===== src/rtl/uart_baud_gen_frac_if.sv =====
// rtl/uart_baud_gen_frac_if.sv - divisor/control inputs and tick outputs of the fractional baud generator
interface uart_baud_gen_frac_if #(
  parameter int WIDTH      = 32,
  parameter int FRAC_BITS  = 4,
  parameter int OVERSAMPLE = 16
);
  localparam int IDX_W = $clog2(OVERSAMPLE);

  logic                 enable;
  logic                 restart;
  logic [WIDTH-1:0]     baud_division;
  logic [FRAC_BITS-1:0] baud_frac;
  logic                 os_tick;
  logic                 mid_tick;
  logic                 baud_tick;
  logic [IDX_W-1:0]     os_index;

  modport master (
    output enable, restart, baud_division, baud_frac,
    input  os_tick, mid_tick, baud_tick, os_index
  );

  modport slave (
    input  enable, restart, baud_division, baud_frac,
    output os_tick, mid_tick, baud_tick, os_index
  );
endinterface


===== src/rtl/uart_baud_gen_frac.sv =====
// rtl/uart_baud_gen_frac.sv - fractional-divisor oversample tick generator with per-bit mid/baud ticks
module uart_baud_gen_frac #(
  parameter int WIDTH      = 32,
  parameter int FRAC_BITS  = 4,
  parameter int OVERSAMPLE = 16
) (
  input  logic                 clk,
  input  logic                 rst,
  uart_baud_gen_frac_if.slave  bus
);
  localparam int IDX_W = $clog2(OVERSAMPLE);
  localparam logic [IDX_W-1:0] SUB_MID  = IDX_W'(OVERSAMPLE / 2 - 1);
  localparam logic [IDX_W-1:0] SUB_LAST = IDX_W'(OVERSAMPLE - 1);

  // One extra bit so the terminal value act_div + ext can reach 2^WIDTH without wrapping.
  logic [WIDTH:0]       cnt;
  logic [IDX_W-1:0]     sub;
  logic [FRAC_BITS-1:0] acc;
  logic                 ext;
  logic [WIDTH-1:0]     act_div;
  logic [FRAC_BITS-1:0] act_frac;
  logic                 os_tick_r;
  logic                 mid_tick_r;
  logic                 baud_tick_r;

  logic                 idle;
  logic [WIDTH:0]       term;
  logic                 hit;
  logic                 baud_event;
  logic                 load;
  logic [FRAC_BITS:0]   acc_sum;

  always_comb begin
    idle       = !bus.enable || (act_div == '0);
    term       = {1'b0, act_div} + {{WIDTH{1'b0}}, ext};
    hit        = !bus.restart && !idle && (cnt == term);
    baud_event = hit && (sub == SUB_LAST);
    load       = !bus.enable || bus.restart || (act_div == '0) || baud_event;
    acc_sum    = {1'b0, acc} + {1'b0, act_frac};
  end

  always_ff @(posedge clk or negedge rst) begin
    if (!rst) begin
      cnt         <= '0;
      sub         <= '0;
      acc         <= '0;
      ext         <= 1'b0;
      act_div     <= '0;
      act_frac    <= '0;
      os_tick_r   <= 1'b0;
      mid_tick_r  <= 1'b0;
      baud_tick_r <= 1'b0;
    end else begin
      // Divisor changes only land at bit boundaries or while stopped.
      if (load) begin
        act_div  <= bus.baud_division;
        act_frac <= bus.baud_frac;
      end
      if (bus.restart || idle) begin
        cnt         <= '0;
        sub         <= '0;
        acc         <= '0;
        ext         <= 1'b0;
        os_tick_r   <= 1'b0;
        mid_tick_r  <= 1'b0;
        baud_tick_r <= 1'b0;
      end else if (hit) begin
        cnt         <= '0;
        acc         <= acc_sum[FRAC_BITS-1:0];
        ext         <= acc_sum[FRAC_BITS];
        sub         <= sub + IDX_W'(1);
        os_tick_r   <= 1'b1;
        mid_tick_r  <= (sub == SUB_MID);
        baud_tick_r <= (sub == SUB_LAST);
      end else begin
        cnt         <= cnt + (WIDTH+1)'(1);
        os_tick_r   <= 1'b0;
        mid_tick_r  <= 1'b0;
        baud_tick_r <= 1'b0;
      end
    end
  end

  assign bus.os_tick   = os_tick_r;
  assign bus.mid_tick  = mid_tick_r;
  assign bus.baud_tick = baud_tick_r;
  assign bus.os_index  = sub;
endmodule


===== src/flat_wrapper.sv =====
// flat-port wrapper written by rule: the top's interface ports become plain ports
module uart_baud_gen_frac_flat 
#(
  parameter int WIDTH      = 32,
  parameter int FRAC_BITS  = 4,
  parameter int OVERSAMPLE = 16
)
  (clk, rst, bus_enable, bus_restart, bus_baud_division, bus_baud_frac, bus_os_tick, bus_mid_tick, bus_baud_tick, bus_os_index);
  uart_baud_gen_frac_if #(.WIDTH(WIDTH), .FRAC_BITS(FRAC_BITS), .OVERSAMPLE(OVERSAMPLE)) bus_i ();
  input  logic clk;
  input  logic rst;
  input wire logic [$bits(bus_i.enable)-1:0] bus_enable;
  input wire logic [$bits(bus_i.restart)-1:0] bus_restart;
  input wire logic [$bits(bus_i.baud_division)-1:0] bus_baud_division;
  input wire logic [$bits(bus_i.baud_frac)-1:0] bus_baud_frac;
  output wire logic [$bits(bus_i.os_tick)-1:0] bus_os_tick;
  output wire logic [$bits(bus_i.mid_tick)-1:0] bus_mid_tick;
  output wire logic [$bits(bus_i.baud_tick)-1:0] bus_baud_tick;
  output wire logic [$bits(bus_i.os_index)-1:0] bus_os_index;
  assign bus_i.enable = bus_enable;
  assign bus_i.restart = bus_restart;
  assign bus_i.baud_division = bus_baud_division;
  assign bus_i.baud_frac = bus_baud_frac;
  assign bus_os_tick = bus_i.os_tick;
  assign bus_mid_tick = bus_i.mid_tick;
  assign bus_baud_tick = bus_i.baud_tick;
  assign bus_os_index = bus_i.os_index;
  uart_baud_gen_frac #(.WIDTH(WIDTH), .FRAC_BITS(FRAC_BITS), .OVERSAMPLE(OVERSAMPLE)) u_core (.clk(clk), .rst(rst), .bus(bus_i));
endmodule

===== config.mk =====
export PLATFORM = sky130hd
export DESIGN_NAME = uart_baud_gen_frac_flat
export DESIGN_NICKNAME = d
export VERILOG_FILES = /design/src/rtl/uart_baud_gen_frac_if.sv /design/src/rtl/uart_baud_gen_frac.sv /design/src/flat_wrapper.sv
export SDC_FILE = /design/constraint.sdc
export NUM_CORES = 1
export LEC_CHECK = 0
export ABC_AREA = 1
export CORE_ASPECT_RATIO = 0.5
export CORE_MARGIN = 8
export CORE_UTILIZATION = 39
export DETAILED_ROUTE_END_ITERATION = 10
export PLACE_DENSITY = 0.65
export SKIP_CTS_REPAIR_TIMING = 1
export SLEW_MARGIN = 20
export SYNTH_ARGS = -nofsm -noshare
export SYNTH_HDL_FRONTEND = slang
export SYNTH_SLANG_ARGS = --single-unit

===== constraint.sdc =====
create_clock -name clk -period 2.99 [get_ports clk]
set_input_delay 0.598 -clock clk [delete_from_list [all_inputs] [get_ports clk]]
set_output_delay 0.598 -clock clk [all_outputs]
set_load 0.005 [all_outputs]

After elaboration in Yosys (flattened, before gate mapping)
Cells that the tools add are included.

Register bits: 81. Output and inout port bits: 7.

$add $sub $neg: 4. Eq/ne operators: 3. Mux-type cells: 14. Reductions and logical operators: 13.

Operators with widths (count): 33-bit 2-to-1 mux (2); 32-bit by 1-bit adder with 33-bit output (1); 33-bit by 1-bit adder with 33-bit output (second input constant) (1); 33-bit equality test (1); 32-bit logical NOT (1); 4-bit 2-to-1 mux (4); 1-bit 2-to-1 mux (8); 4-bit by 4-bit adder with 5-bit output (1); 1-bit logical OR (5); 4-bit by 1-bit adder with 4-bit output (second input constant) (1); 4-bit by 3-bit equality test with 1-bit output (second input constant) (1); 4-bit equality test (second input constant) (1); 1-bit logical AND (3); 1-bit logical NOT (3); 2-bit nonzero test (1).

Longest topological paths before layout
Gate-level depths: netlist (run 1).

Depth after elaboration: 7. Gate-level depth with buffers: 18.

Worst setup path after synthesis (run 1)
Ideal clock, no wire load.

Path type: register to register. From: register u_core.act_div[0]. To: register u_core.cnt[28]. Library setup time: 0.128 ns. Arrival time: 2.214 ns. Setup slack: 0.647 ns. Stages on the path, launching flop included: 18. Cell sequence: dfrtp_1 -> ha_1 -> ha_1 -> nand2_2 -> nor2_2 -> nand2_2 -> nor2_4 -> nand3_1 -> nand2_1 -> nand2_1 -> nor2_1 -> nand2_1 -> nor2_1 -> nand2_2 -> buf_6 -> nand2_4 -> buf_4 -> nor3_1.

Word-level cells in the longest chain between the ends: 7. Elaborated cells between the ends (all ways): 10.

Ends and longest elaborated chain: from (decl) (RTL line uart_baud_gen_frac.sv:20) `logic [WIDTH-1:0] act_div;`; from (signal assigned) (RTL line uart_baud_gen_frac.sv:56) `act_div <= bus.baud_division;`; branches (longest 6 deep; another with 32-bit by 1-bit adder with 33-bit output); 33-bit 2-to-1 mux * (RTL line uart_baud_gen_frac.sv:59) `if (bus.restart || idle) begin`; to (signal assigned) (RTL line uart_baud_gen_frac.sv:76) `cnt <= cnt + (WIDTH+1)'(1);`; to (decl) (RTL line uart_baud_gen_frac.sv:16) `logic [WIDTH:0] cnt;`.

Every way passes the cells marked *. A chain may end at the register's enable or synchronous reset.

Worst setup path after layout (run 1)
From: register u_core.act_div[0]. To: register u_core.sub[3], in the netlist u_core.bus.os_index[3].

Word-level cells in the longest chain between the ends: 6. Elaborated cells between the ends (all ways): 10.

Ends and longest elaborated chain: branches (longest 6 deep; another with 32-bit by 1-bit adder with 33-bit output); to (signal assigned) (RTL line uart_baud_gen_frac.sv:71) `sub <= sub + IDX_W'(1);`; to (decl) (RTL line uart_baud_gen_frac.sv:17) `logic [IDX_W-1:0] sub;`.

Several ways; the timed one is not identified.

==> flow_summary.json, run 1 <==
{
  "status": "complete, no violations",
  "synth_area_mm2": 0.005289,
  "finalSetupViolations": 0,
  "drtPass1Iterations": 5,
  "cts_tree": "yes",
  "drc": 0,
  "synth_top_area_cell": "dfrtp_1",
  "root_buffer": "clkbuf_16",
  "drive_gt1_share_pct": 6.801,
  "p_leak_nw": 2.853,
  "cts_buffer_depth": 2,
  "path_max_fanout": 35,
  "place.port_buffers": 46,
  "vias": 4869,
  "grt_setup_unrepaired": "false",
  "synth-seq-cells": 81,
  "drt_iter0_drc": 354,
  "cts_made_buffers": 9,
  "ys_seq_area_share_pct": 38.33,
  "fp.dieW_um": 180.7,
  "final_cells": 970,
  "dp_hpwl_mm": 10.48,
  "antenna_cells": 0,
  "wl_per_cell_um": 14.35,
  "clk_pin_slew_ns": 0.07,
  "n_fill_cell": 1315,
  "fin_skew_ns": 0.009097,
  "netlist_top_cells_area": "dfrtp_1 (38%), nand2_1 (17%), nand3_1 (7.6%)",
  "rrSetupSlack_ns": 0.28,
  "crit_arrival_ns": 2.93,
  "crit_path_end_kind": "flop",
  "placed_cells": 954,
  "syn-num-nets": 788,
  "whs_ns": 0.3080,
  "drv_cap": 0,
  "grt_pass1_wl_mm": 23.69,
  "rows": 30,
  "rr_worst_depth": 13,
  "coreArea_mm2": 0.01340,
  "finalHoldViolations": 0,
  "wl_mm": 13.92,
  "postRouteAntennaNets": 0,
  "antenna_found_initial": 0,
  "synth.avg_cell_area_um2": 7.157,
  "setup_tns_ns": 0,
  "fin_crit_sh_pct": 90.63,
  "syn-instance-count": 739,
  "setup.worst_path.start_class": "flop",
  "cts_sinks": 81,
  "grt_max_degree": 82,
  "ctsHtreeMaxLevel": 3,
  "fmax_mhz": 369.0,
  "tightest_slew_ns": 0.7468,
  "ir_drop_mv": 0.2305,
  "grt_pass1_vias": 4707,
  "ys.flop_type": "dfrtp_1",
  "start_util_pct": 39.47,
  "dieArea_mm2": 0.01777,
  "num_io_pins": 47,
  "synth_cell_types": 38,
  "fin_util_pct": 46.89,
  "relSlewSlack_pct": 50.21,
  "yosys_warnings": 0,
  "place_congestion": 0.9087,
  "synth_top_area_share_pct": 38.33,
  "hold_class": "input port to async pin",
  "synth.most_common_cell": "nand2_1",
  "viasPerCell": 5.020,
  "fin_area_mm2": 0.006284,
  "final_max_slew_viol_count": 0,
  "placed_area_mm2": 0.005942,
  "ys_async_sr_fraction_pct": 100.0,
  "powerDensity_mw_per_mm2": 435.5,
  "synth_edf_count": 0,
  "worstPathRequired_ns": 3.21,
  "r2r_end": "u_core.bus.os_index[3]",
  "synth_top_cells_by_count": "nand2_1 (244), nor2_1 (106), dfrtp_1 (81), nand3_1 (80), inv_1 (62)",
  "insertion_delay_ns": 0.34,
  "grt_overflow": 0,
  "criticalPathCategory": "flop to flop",
  "r2r_start": "u_core.act_div[0]",
  "crit_start": "u_core.act_div[0]",
  "min_period_ns": 2.710,
  "die_h_um": 98.35,
  "grtUsageTotal_pct": 16.24,
  "finalNetCount": 838,
  "syn2layout_area_growth_pct": 18.81
}
how the worst max path moves through the flow:
stage                                         to  slack (ns)
after floorplan                   u_core.cnt[28]        0.65
after global placement    u_core.bus.os_index[3]        0.24
after detailed placement  u_core.bus.os_index[3]        0.16
after CTS                 u_core.bus.os_index[3]        0.15
after global routing              u_core.cnt[30]        0.02
final                     u_core.bus.os_index[3]        0.28
worst max-delay path: stages (launching register included):
cell and delay [ns]:
dfrtp_1 0.37, ha_1 0.19, ha_1 0.24, nand3_1 0.14
nor2_1 0.19, nand2_2 0.14, xor2_1 0.16, nand2_1 0.08
nor2_2 0.19, nand3b_1 0.12, nor2_2 0.16, nand2_2 0.12
nand2_4 0.35, o21ai_0 0.13
registers in the layout, summed over array words and instances (netlist names):
| register | count |
|---|---|
| u_core.bus.os_index | 4 |
| u_core.cnt | 33 |
| u_core.bus.os_tick | 1 |
| u_core.ext | 1 |
| u_core.act_div | 32 |
| u_core.act_frac | 4 |
| u_core.acc | 4 |
| u_core.bus.baud_tick | 1 |
| u_core.bus.mid_tick | 1 |
power by group:
part	internal [mW]	leakage, nW	switching, mW	total [mW]
Sequential	1.14	1.06	0.0762	1.21
Clock	0.757	0.163	0.465	1.22
Combinational	0.133	1.63	0.168	0.301
cell usage in the layout, fill, tap and decap left out, drive strengths merged, types with 6 or more instances in the layout:
master and n:
o21ai 10, xnor2 19, nor2 117, ha 8
nor3 10, clkinv 6, clkbuf 10, buf 10
inv 65, dfrtp 81, nor4 10, nand2 250
nand4 12, xor2 38, clkdlybuf4s50 45, nand3 80
per-stage QoR:
stage / setup WS (ns) / power (mW)
detailed placement: 0.1558 / 1.532
global route: 0.01539 / 2.844
CTS: 0.1526 / 2.760
floorplan: 0.6472 / 1.391
finish: 0.2801 / 2.736
global placement: 0.2443 / 1.526
kinds of logic after synthesis:
group / after synthesis / share of synthesized area, %
xor+xnor: 58 / 9.865
compound gates: 19 / 2.295
buf+inv: 83 / 6.742
fa+ha+maj: 9 / 2.271
flops: 81 / 38.32
simple gates: 489 / 40.50
layout make-up:
cell class / count / area, µm² / share of cell area [%]
Sequential cell: 81 / 2027 / 32.26
Multi-Input combinational cell: 575 / 2913 / 46.36
Timing Repair Buffer: 55 / 541.8 / 8.622
Tap cell: 176 / 220.2 / 3.505
Inverter: 67 / 251.5 / 4.002
Clock inverter: 6 / 91.34 / 1.454
Clock buffer: 10 / 239.0 / 3.803
metal layers:
layer,up-vias,routed length [µm],global-route usage (%)
li1,2438,-,-
met1,2287,6949,22.80
met2,130,5902,24.38
met3,14,908,3.890
met4,0,155,4.482
met5,-,0,0
Note: power is estimated with default switching activity, not from simulation.
==> run 2, diff against run 1 <==
- PLACE_DENSITY: 0.65 -> unset
==> flow_summary.json, run 2 (synthesis results as in run 1) <==
{
  "drv_cap": 0,
  "drive_gt1_share_pct": 6.549,
  "rows": 30,
  "antenna_found_initial": 0,
  "ctsHtreeMaxLevel": 3,
  "rr_worst_depth": 17,
  "top_regs": "u_core.cnt (33), u_core.act_div (32)",
  "place_congestion": 0.8578,
  "grt_setup_unrepaired": "false",
  "p_switching_mw": 0.6764,
  "switching_share_pct": 24.33,
  "start_util_pct": 39.47,
  "cts_sinks": 81,
  "fp.dieW_um": 180.7,
  "fin_skew_ns": 0.004291,
  "regMostFlops": "u_core.cnt",
  "layout_commonest_cell": "nand2_1",
  "worstPathRequired_ns": 3.25,
  "dpl_worst_slack_ns": 0.1924,
  "die_h_um": 98.35,
  "min_period_ns": 2.726,
  "status": "complete, no violations",
  "grt_max_degree": 82,
  "postRouteAntennaNets": 0,
  "grt_pass1_vias": 4595,
  "criticalPathCategory": "flop to flop",
  "crit_path_end_kind": "flop",
  "met1_length_mm": 7.149,
  "drc": 0,
  "grt_pass1_wl_mm": 23.90,
  "wl_mm": 13.91,
  "finalSetupViolations": 0,
  "crit_arrival_ns": 2.99,
  "r2r_end": "u_core.acc[2]",
  "drt_iter0_drc": 333,
  "rrSetupSlack_ns": 0.26,
  "insertion_delay_ns": 0.34,
  "dieArea_mm2": 0.01777,
  "coreArea_mm2": 0.01340,
  "ir_drop_mv": 0.2828,
  "final_cell_mix": "nand2_1 (243), nor2_1 (105), dfrtp_1 (81)",
  "grt_overflow": 0,
  "num_io_pins": 47,
  "grtUsageTotal_pct": 16.33,
  "dp_hpwl_mm": 10.67,
  "layout_setup_ws_ns": 0.2643,
  "p_seq_share_pct": 43.7,
  "hold_class": "input port to async pin",
  "powerDensity_mw_per_mm2": 440.2,
  "p_leak_nw": 2.868,
  "path_max_fanout": 9,
  "cts_tree": "yes",
  "place.port_buffers": 46,
  "dr_wl_met2_mm": 5.925,
  "r2r_start": "u_core.act_div[0]",
  "vias": 4770,
  "syn2layout_area_growth_pct": 19.42,
  "cts_buffer_depth": 2,
  "fmax_mhz": 366.9,
  "antenna_cells": 0,
  "clkPwrFrac_pct": 45.4,
  "clk_pin_slew_ns": 0.06,
  "root_buffer": "clkbuf_16",
  "finalNetCount": 840,
  "highest_layer": "met4",
  "finalHoldViolations": 0,
  "setup.worst_path.start_class": "flop",
  "tightest_slew_ns": 0.7523,
  "p_int_mw": 2.104,
  "largest_reg_flops": 33,
  "combinationalPowerShare_pct": 10.9,
  "final_max_slew_viol_count": 0,
  "fin_crit_sh_pct": 91.16,
  "setup_tns_ns": 0,
  "cts_made_buffers": 9,
  "relSlewSlack_pct": 49.85,
  "dr_wl_met3_um": 761,
  "wl_per_cell_um": 14.34,
  "drtPass1Iterations": 5,
  "viasPerCell": 4.918
}
-- run 2: changes by cell type in the layout (fill, tap and decap cells not counted), sizes merged --
cell    delta
bufinv     +1
clkbuf     +1
buf        +2
clkinv     -4
-- run 2: critical path, cell delays in order (launching register included) --
cell	delay (ns)
dfrtp_1	0.37
ha_1	0.20
ha_1	0.23
nand2_2	0.09
nor2_2	0.15
nand2_2	0.12
nor2_4	0.15
buf_4	0.15
nand2_1	0.06
xnor2_1	0.13
inv_1	0.06
nand3b_1	0.11
nor2_2	0.17
nand2_2	0.12
buf_4	0.20
nor2_8	0.12
inv_2	0.08
o21ai_1	0.13
-- run 2: power by group through the flow --
stage / logic, mW / clock network, mW / registers (mW)
after floorplan: 0.186 / 0 / 1.20
after global placement: 0.300 / 0 / 1.23
after detailed placement: 0.303 / 0 / 1.23
after CTS: 0.305 / 1.28 / 1.21
after global routing: 0.349 / 1.33 / 1.22
final: 0.303 / 1.26 / 1.21
-- run 2: per-layer routing --
metal / vias up / global-route usage, %
met5: - / 0
met4: 0 / 2.841
met3: 8 / 3.520
met2: 117 / 24.29
met1: 2196 / 23.93
li1: 2449 / -
-- run 2: how the worst max path moves through the flow --
stage,endpoint,from,cells past startpoint,slack (ns)
2_1_floorplan,u_core.cnt[28],u_core.act_div[0],17,0.65
3_3_place_gp,u_core.bus.os_index[0],u_core.act_div[0],17,0.30
3_5_place_dp,u_core.acc[2],u_core.act_div[0],17,0.19
4_1_cts,u_core.acc[2],u_core.act_div[0],17,0.17
5_1_grt,u_core.acc[2],u_core.act_div[0],17,0.003
6_report,u_core.acc[2],u_core.act_div[0],17,0.26
-- run 2: cell type report --
class | instances | area [µm²]
multi-input combinational | 575 | 2915
fill | 1356 | 7084
clock inverter | 3 | 90.09
clock buffer | 11 | 242.7
sequential | 81 | 2027
tap | 176 | 220.2
timing repair buffer | 57 | 569.3
inverter | 67 | 251.5
-- run 2: metrics by stage --
stage	power [mW]	area, µm²	hold slack (ns)	instances	util (%)
after detailed placement	1.536	5962	0.5060	955	44.49
after CTS	2.802	6295	0.4937	969	46.97
after floorplan	1.391	5289	0.3024	739	-
final	2.781	6316	0.2969	970	47.13
after global placement	1.533	5962	0.5059	955	44.49
after global routing	2.898	6316	0.3706	970	47.13
==> run 3, diff against run 2 <==
- CORE_UTILIZATION: 39 -> 57
- PLACE_DENSITY: unset -> 0.89
- RECOVER_POWER: unset -> 50
==> flow_summary.json, run 3 (synthesis results as in run 1) <==
{
  "cts_sinks": 81,
  "ctsHtreeMaxLevel": 3,
  "setup.worst_path.start_class": "flop",
  "final_max_slew_viol_count": 82,
  "drtPass1Iterations": 5,
  "dp_hpwl_mm": 9.703,
  "layout_setup_ws_ns": 0.2617,
  "grt_pass1_vias": 4550,
  "clk_pin_slew_ns": 0.06,
  "worst_path_largest_cell_delay_ns": 0.38,
  "rr_worst_depth": 17,
  "powerDensity_mw_per_mm2": 443.7,
  "largest_reg_flops": 33,
  "setup_tns_ns": 0,
  "crit_arrival_ns": 3.00,
  "insertion_delay_ns": 0.34,
  "fp.dieW_um": 152.2,
  "finalSetupViolations": 0,
  "multi_input_area_mm2": 0.002928,
  "criticalPathCategory": "flop to flop",
  "n_fill_cell": 676,
  "cts_made_buffers": 9,
  "ff_latch_area_mm2": 0.002027,
  "worstPathRequired_ns": 3.26,
  "worstPathCellList": "ha_2 > ha_2 > nand2_2 > nor2_2 > nand2_2 > nor2_4 > nand3_1 > nand2_1 > nand2_1 > nor2_1 > nand2_1 > nor2_4 > nand2_2 > buf_4 > nor2_8 > inv_2 > o21ai_1",
  "cts_tree": "yes",
  "drv_cap": 1,
  "wl_per_cell_um": 14.48,
  "status": "finished, violations left",
  "grt_max_degree": 82,
  "fin_skew_ns": 0.006357,
  "placed_area_mm2": 0.005863,
  "wl_mm": 13.20,
  "antenna_found_initial": 0,
  "grtUsageTotal_pct": 21.23,
  "place_congestion": 0.9441,
  "num_io_pins": 47,
  "placed_cells": 896,
  "r2r_end": "u_core.acc[3]",
  "r2r_start": "u_core.act_div[0]",
  "timing.critical_path.slowest_stage_cell": "dfrtp_1",
  "dieArea_mm2": 0.01280,
  "fin_crit_sh_pct": 91.25,
  "p_leak_nw": 2.859,
  "min_period_ns": 2.728,
  "viasPerCell": 5.406,
  "worstHoldPathCells": 2,
  "die_h_um": 84.12,
  "dpl_worst_slack_ns": 0.1478,
  "hold_class": "flop to flop",
  "antenna_cells": 0,
  "tightest_slew_ns": 2.003,
  "fin_area_mm2": 0.006225,
  "root_buffer": "clkbuf_16",
  "regMostFlops": "u_core.cnt",
  "drc": 0,
  "ir_drop_mv": 0.2798,
  "grt_overflow": 0,
  "layout_commonest_cell": "nand2_1",
  "grt_setup_unrepaired": "false",
  "crit_path_end_kind": "flop",
  "worstHoldEndpoint": "u_core.act_frac[2]",
  "vias": 4930,
  "coreArea_mm2": 0.008859,
  "place.port_buffers": 46,
  "finalNetCount": 839,
  "rrSetupSlack_ns": 0.26,
  "finalHoldViolations": 0,
  "path_max_fanout": 8,
  "start_util_pct": 59.70,
  "relSlewSlack_pct": -33.52,
  "final_cells": 912,
  "grt_pass1_wl_mm": 22.40,
  "final_cell_mix": "nand2_1 (243), nor2_1 (104), dfrtp_1 (81)",
  "rows": 24,
  "drive_gt1_share_pct": 7.170,
  "postRouteAntennaNets": 0,
  "fmax_mhz": 366.5,
  "hold_start": "u_core.act_frac[2]",
  "drt_iter0_drc": 539,
  "cts_buffer_depth": 2,
  "violations": "max-capacitance violations, max-slew violations",
  "top_regs": "u_core.cnt (33), u_core.act_div (32)",
  "syn2layout_area_growth_pct": 17.70
}
## run 3: changes by cell type in the layout (fill, tap and decap cells not counted), sizes merged
cell           previous run  this run
bufinv                    3         2
clkinvlp                  0         1
dlygate4sd3               0         3
buf                      12        10
clkdlybuf4s50            45        42
inv                      65        67
clkbuf                   11        12
## run 3: critical path, delay by kind of cell, from the launching register on
family | cells | cell delay [ns]
buf+inv | 2 | 0.30
compound gates | 1 | 0.13
flops | 1 | 0.38
fa+ha+maj | 2 | 0.43
simple gates | 12 | 1.41
## run 3: cell type report
| type | count | area share [%] |
|---|---|---|
| clock buffers | 11 | 4.060 |
| clock inverters | 5 | 1.367 |
| inverters | 67 | 4.040 |
| multi-input cells | 575 | 47.04 |
| flip-flops and latches | 81 | 32.56 |
| well taps | 117 | 2.352 |
| repair buffers | 56 | 8.583 |
## run 3: how the worst max path moves through the flow
stage,from,end,cells after the start
6_report,u_core.act_div[0],u_core.acc[3],17
3_3_place_gp,u_core.act_div[0],u_core.act_div[3],17
4_1_cts,u_core.act_div[0],u_core.act_div[3],17
2_1_floorplan,u_core.act_div[0],u_core.cnt[28],17
3_5_place_dp,u_core.act_div[0],u_core.act_div[17],17
5_1_grt,u_core.act_div[0],u_core.acc[3],17
## run 3: report_power, final
| part | switching, mW | internal (mW) |
|---|---|---|
| registers | 0.0720 | 1.14 |
| logic | 0.167 | 0.132 |
| clock network | 0.470 | 0.783 |
## run 3: layer usage
metal,global-route usage (%),share of wire [%],up-vias
met5,0,0,-
met4,5.851,0.95,0
met1,29.35,47,2298
met3,5.010,7.7,12
li1,-,-,2431
met2,32.67,44,189
## run 3: stage by stage
stage / util [%] / hold slack [ns] / power [mW]
finish: 70.27 / 0.5187 / 2.762
CTS: 70.00 / 0.4670 / 2.770
global placement: 66.19 / 0.4935 / 1.513
floorplan: - / 0.3024 / 1.391
global route: 70.27 / 0.5412 / 2.857
detailed placement: 66.19 / 0.5050 / 1.522
